[src/rtl/seg_mux_driver.sv]
// seg_mux_driver
//   Time-multiplexed seven-segment display driver. Digit codes and decimal
//   points are captured into a shadow register on `load`, then copied into
//   the live display register only at a frame boundary so a scan never mixes
//   old and new digits.
//
// Ports
//   clk        system clock (rising edge)
//   reset      asynchronous active-low reset
//   digits     5-bit code per digit, digit 0 in bits [4:0] (rightmost)
//   dp         decimal-point request per digit
//   load       one-cycle strobe capturing digits/dp into the shadow
//   blank_lz   1 = suppress leading zeros (digit 0 always shown)
//   seg_out    {dp, g..a}, active-high, registered
//   an_out     one-hot digit enable, active-high, registered
//   frame_done one-cycle pulse after the last slot of each scan
//
// Compile-time option
//   SEG_HEX_EN : codes 10..15 render A,b,C,d,E,F; otherwise they are blank.
module seg_mux_driver #(
   parameter int NUM_DIGITS  = 4,
   parameter int REFRESH_DIV = 1000
) (
   input  logic                    clk,
   input  logic                    reset,
   input  logic [5*NUM_DIGITS-1:0] digits,
   input  logic [NUM_DIGITS-1:0]   dp,
   input  logic                    load,
   input  logic                    blank_lz,
   output logic [7:0]              seg_out,
   output logic [NUM_DIGITS-1:0]   an_out,
   output logic                    frame_done
);

   localparam int CW = (REFRESH_DIV > 1) ? $clog2(REFRESH_DIV) : 1;
   localparam int IW = (NUM_DIGITS > 1) ? $clog2(NUM_DIGITS) : 1;
   localparam logic [CW-1:0] CNT_MAX = CW'(REFRESH_DIV - 1);
   localparam logic [IW-1:0] IDX_MAX = IW'(NUM_DIGITS - 1);

   logic [CW-1:0]                cnt_q, cnt_d;
   logic [IW-1:0]                idx_q, idx_d;
   logic                         pending_q, pending_d;
   logic [NUM_DIGITS-1:0][4:0]   shadow_dig_q, shadow_dig_d;
   logic [NUM_DIGITS-1:0]        shadow_dp_q, shadow_dp_d;
   logic [NUM_DIGITS-1:0][4:0]   disp_dig_q, disp_dig_d;
   logic [NUM_DIGITS-1:0]        disp_dp_q, disp_dp_d;
   logic [7:0]                   seg_q, seg_d;
   logic [NUM_DIGITS-1:0]        an_q, an_d;
   logic                         fd_q, fd_d;

   logic                         frame_end;
   logic                         nz_hi;
   logic                         lz_blank;
   logic [4:0]                   cur_code;

   function automatic logic [6:0] glyph(input logic [4:0] code);
      logic [6:0] g;
      case (code)
         5'd0:    g = 7'h3F;
         5'd1:    g = 7'h06;
         5'd2:    g = 7'h5B;
         5'd3:    g = 7'h4F;
         5'd4:    g = 7'h66;
         5'd5:    g = 7'h6D;
         5'd6:    g = 7'h7D;
         5'd7:    g = 7'h07;
         5'd8:    g = 7'h7F;
         5'd9:    g = 7'h6F;
`ifdef SEG_HEX_EN
         5'd10:   g = 7'h77;
         5'd11:   g = 7'h7C;
         5'd12:   g = 7'h39;
         5'd13:   g = 7'h5E;
         5'd14:   g = 7'h79;
         5'd15:   g = 7'h71;
`endif
         5'd17:   g = 7'h40;
         default: g = 7'h00;
      endcase
      return g;
   endfunction

   always_comb begin
      cnt_d        = cnt_q;
      idx_d        = idx_q;
      pending_d    = pending_q;
      shadow_dig_d = shadow_dig_q;
      shadow_dp_d  = shadow_dp_q;
      disp_dig_d   = disp_dig_q;
      disp_dp_d    = disp_dp_q;

      frame_end = (cnt_q == CNT_MAX) && (idx_q == IDX_MAX);

      // Scan position
      if (cnt_q == CNT_MAX) begin
         cnt_d = '0;
         idx_d = (idx_q == IDX_MAX) ? '0 : idx_q + 1'b1;
      end else begin
         cnt_d = cnt_q + 1'b1;
      end

      // Commit reads the shadow before any coincident load overwrites it;
      // a coincident load then re-arms pending for the next frame.
      if (frame_end && pending_q) begin
         disp_dig_d = shadow_dig_q;
         disp_dp_d  = shadow_dp_q;
         pending_d  = 1'b0;
      end
      if (load) begin
         shadow_dig_d = digits;
         shadow_dp_d  = dp;
         pending_d    = 1'b1;
      end

      // Leading-zero test: any non-zero code at or above the current slot
      cur_code = disp_dig_q[idx_q];
      nz_hi    = 1'b0;
      for (int k = 0; k < NUM_DIGITS; k++) begin
         if ((IW'(k) >= idx_q) && (disp_dig_q[k] != 5'd0)) nz_hi = 1'b1;
      end
      lz_blank = blank_lz && (idx_q != '0) && !nz_hi;

      seg_d = {disp_dp_q[idx_q], lz_blank ? 7'h00 : glyph(cur_code)};

      // First cycle of each slot keeps all anodes off (anti-ghosting gap)
      an_d = '0;
      if (cnt_q != '0) an_d[idx_q] = 1'b1;

      fd_d = frame_end;
   end

   always_ff @(posedge clk or negedge reset) begin
      if (!reset) begin
         cnt_q        <= '0;
         idx_q        <= '0;
         pending_q    <= 1'b0;
         shadow_dig_q <= '0;
         shadow_dp_q  <= '0;
         disp_dig_q   <= '0;
         disp_dp_q    <= '0;
         seg_q        <= 8'h3F;
         an_q         <= '0;
         fd_q         <= 1'b0;
      end else begin
         cnt_q        <= cnt_d;
         idx_q        <= idx_d;
         pending_q    <= pending_d;
         shadow_dig_q <= shadow_dig_d;
         shadow_dp_q  <= shadow_dp_d;
         disp_dig_q   <= disp_dig_d;
         disp_dp_q    <= disp_dp_d;
         seg_q        <= seg_d;
         an_q         <= an_d;
         fd_q         <= fd_d;
      end
   end

   assign seg_out    = seg_q;
   assign an_out     = an_q;
   assign frame_done = fd_q;

endmodule
[config.mk]
export PLATFORM = sky130hd
export DESIGN_NAME = seg_mux_driver
export DESIGN_NICKNAME = d
export VERILOG_FILES = /design/src/rtl/seg_mux_driver.sv
export SDC_FILE = /design/constraint.sdc
export NUM_CORES = 1
export LEC_CHECK = 0
export ABC_AREA = 1
export BUFFER_PORTS_ARGS = -buffer_cell sky130_fd_sc_hd__buf_2
export CORE_MARGIN = 2
export CORE_UTILIZATION = 30
export CTS_BUF_LIST = sky130_fd_sc_hd__clkbuf_4 sky130_fd_sc_hd__clkbuf_8
export CTS_CLUSTER_DIAMETER = 40
export DETAILED_ROUTE_END_ITERATION = 12
export SETUP_SLACK_MARGIN = 0.5
export SKIP_CTS_REPAIR_TIMING = 1
export SKIP_LAST_GASP = 1
export SLEW_MARGIN = 20
export SYNTH_ARGS = -nofsm -noshare
export SYNTH_HDL_FRONTEND = slang
export SYNTH_SLANG_ARGS = --single-unit
[constraint.sdc]
create_clock -name clk -period 2.1 [get_ports clk]
set_input_delay 0.42 -clock clk [delete_from_list [all_inputs] [get_ports clk]]
set_output_delay 0.42 -clock clk [all_outputs]
set_load 0.05 [all_outputs]
==> results.toml <==
[outcome]
status = "finished, violations left"
violations = "negative hold slack"

[sta]
timing.fmax_ghz = 0.611
post-route-period-util = 0.780
finalClockSkew_ns = 0.00894
maxSlewViolCount = 0
setup_viol = 0
setup_slack_ns = 0.463
grt_setup_unrepaired = "yes"
slew_headroom = 0.606
setup_tns_ns = 0
whs_ns = -0.00707
min_period_ns = 1.64
worst_slew_pin_slew_ns = 0.585
hold_viol = 5

[routing]
wl_um = 7760
drc_errors = 0
drt_pre_antenna_iters = 4
drt.antenna.violating_nets = 0
drt-initial-drc-count = 189
routed_via_density = 4.42
wl_per_cell_um = 12.3
vias = 2786

[place]
place.gp.congestion = 0.822
dpl_worst_slack_ns = 0.290
post-dp-hpwl_um = 4870
portBuffers = 40

[flow_run]
max_cap_viol_count = 0

[clock_network]
clock_path_buffers = 2
cts.htree.levels = 3
clk_latency_ns = 0.35
path_clk_slew_ns = 0.08
tritoncts = "done"
cts_root_buf = "clkbuf_8"
cts.sinks = 74
cts_inserted_buffers = 9

[global_route]
grt_max_degree = 57
antenna_found_initial = 0
grt_usage = 0.123
grt-ovfl-total = 0
grt_pass1_wl_um = 12400
grt_pass1_vias = 2653

[synth]
syn_area_um2 = 3440
ys_seq_area_frac = 0.541
synthCells = 420
ys.warnings.count = 0
synth_top_cell_area_share = 0.495
yosysUniqueCellTypes = 28
syn-num-nets = 461
synth.area.top_cells = "dfrtp_1 (49%), nand2_1 (22%), ha_1 (4.7%)"
synth.avg_cell_area_um2 = 8.19
ys_ff_latch = 74
synth_largest_area_cell = "dfrtp_1"

[floorplan]
core_area_um2 = 11300
die_w_um = 111
initial_core_util = 0.304
rows = 39
die_y_um = 111
die-area_um2 = 12300
io_pins = 41

[finish]
final_cell_mix = "nand2_1 (162), dfrtp_1 (65), buf_2 (40)"
regArea_um2 = 1860
layout.cells.most_common = "nand2_1"
nFillCells = 1154
nets = 524
syn2layout_area_growth_pct = 29.0
drive_gt1_frac = 0.314
multi_input_area_um2 = 1640
diodes = 0

[setup_path]
crit_required_ns = 2.38
crit_fanout = 7
arrival_ns = 1.92
crit_path_start_kind = "register"
criticalPathCategory = "reg -> reg"
endpoint_kind = "register"
r2r_slack_ns = 0.46
reg2reg_depth = 10

[power]
ir_worst_vdd_mv = 0.349
p_per_area_nw_per_um2 = 638
p_leak_nw = 2.40

[worst_hold_path]
min_path_type = "in -> async"
## per-stage QoR
stage / utilization / std cells / hold slack, ns / cell area [µm²] / power [mW]
2_1_floorplan: - / 420 / 0.124 / 3450 / 1.56
3_3_place_gp: 0.334 / 595 / 0.384 / 3780 / 1.63
3_5_place_dp: 0.334 / 595 / 0.384 / 3780 / 1.63
4_1_cts: 0.354 / 611 / -0.00582 / 4010 / 2.87
5_1_grt: 0.392 / 631 / 0.0161 / 4430 / 2.96
6_report: 0.392 / 631 / -0.00707 / 4430 / 2.83
## logic make-up (layout without fill, tap and decap cells)
| kind of cell | after synthesis | after routing | share of synthesized area |
|---|---|---|---|
| buffers and inverters | 45 | 110 | 0.0589 |
| and+or+nand+nor | 266 | 269 | 0.318 |
| adders and majority gates | 13 | 13 | 0.0473 |
| AOI/OAI and AO/OA | 22 | 22 | 0.0346 |
| DFF | 74 | 74 | 0.541 |
## path summary, 6_finish.rpt
kind,from,endpoint
worst max register to register,idx_q[0],seg_out[6]
min in group clk,digits[15],shadow_dig_q[15]
worst max-delay path,idx_q[0],seg_out[6]
max in group asynchronous,reset,pending_q
worst min-delay path,reset,cnt_q[4]
worst min register to register,shadow_dig_q[5],shadow_dig_q[5]
## registers in the layout, summed over array words and instances, names as in the netlist
register      flops
idx_q             2
seg_out           8
frame_done        1
shadow_dig_q     20
an_out            4
shadow_dp_q       4
pending_q         1
disp_dig_q       20
cnt_q            10
disp_dp_q         4
## synthesized netlist by cell type
cell and instances:
nand2_1 197, dfrtp_1 68, nor2_1 33, inv_1 29, nand3_1 15, ha_1 13
a21oi_1 8, o21ai_0 8, dfstp_2 6, nor3_1 6, clkbuf_1 5, buf_6 4
inv_2 4, nand2_2 4, buf_2 3, nand3b_1 2, nor3_4 2, nor4_1 2
o21ai_1 2, and3_1 1, nand2_4 1, nand4_1 1, nor2_4 1, o211ai_1 1
o21a_1 1, o21bai_1 1, o22ai_1 1, or2_2 1
## routing by layer
metal / share of wire / track usage / vias to the layer above
li1: - / - / 1417
met1: 0.47 / 0.166 / 1298
met2: 0.47 / 0.191 / 58
met3: 0.051 / 0.0317 / 13
met4: 0.014 / 0.0469 / 0
met5: 0 / 0 / -
## power breakdown
| part | internal (mW) | switching, mW |
|---|---|---|
| clock | 0.686 | 0.544 |
| sequential | 1.47 | 0.0227 |
| combinational | 0.0410 | 0.0693 |
## area by class of cell
cell class / instances / share of cell area
Sequential cell: 74 / 0.420
Multi-Input combinational cell: 304 / 0.369
Timing Repair Buffer: 61 / 0.0897
Tap cell: 143 / 0.0404
Inverter: 33 / 0.0308
Clock buffer: 10 / 0.0296
Clock inverter: 6 / 0.0203
## critical path, stage by stage (launching register included)
cell and delay, ns:
dfrtp_2 0.47, buf_6 0.17, nand2_4 0.05, nand3_2 0.10, nand2_4 0.12, inv_4 0.05, ha_4 0.14, nand3b_1 0.17
nand3_1 0.09, nand2_1 0.06, a21oi_2 0.13
Power figures use the tool's default switching activity.
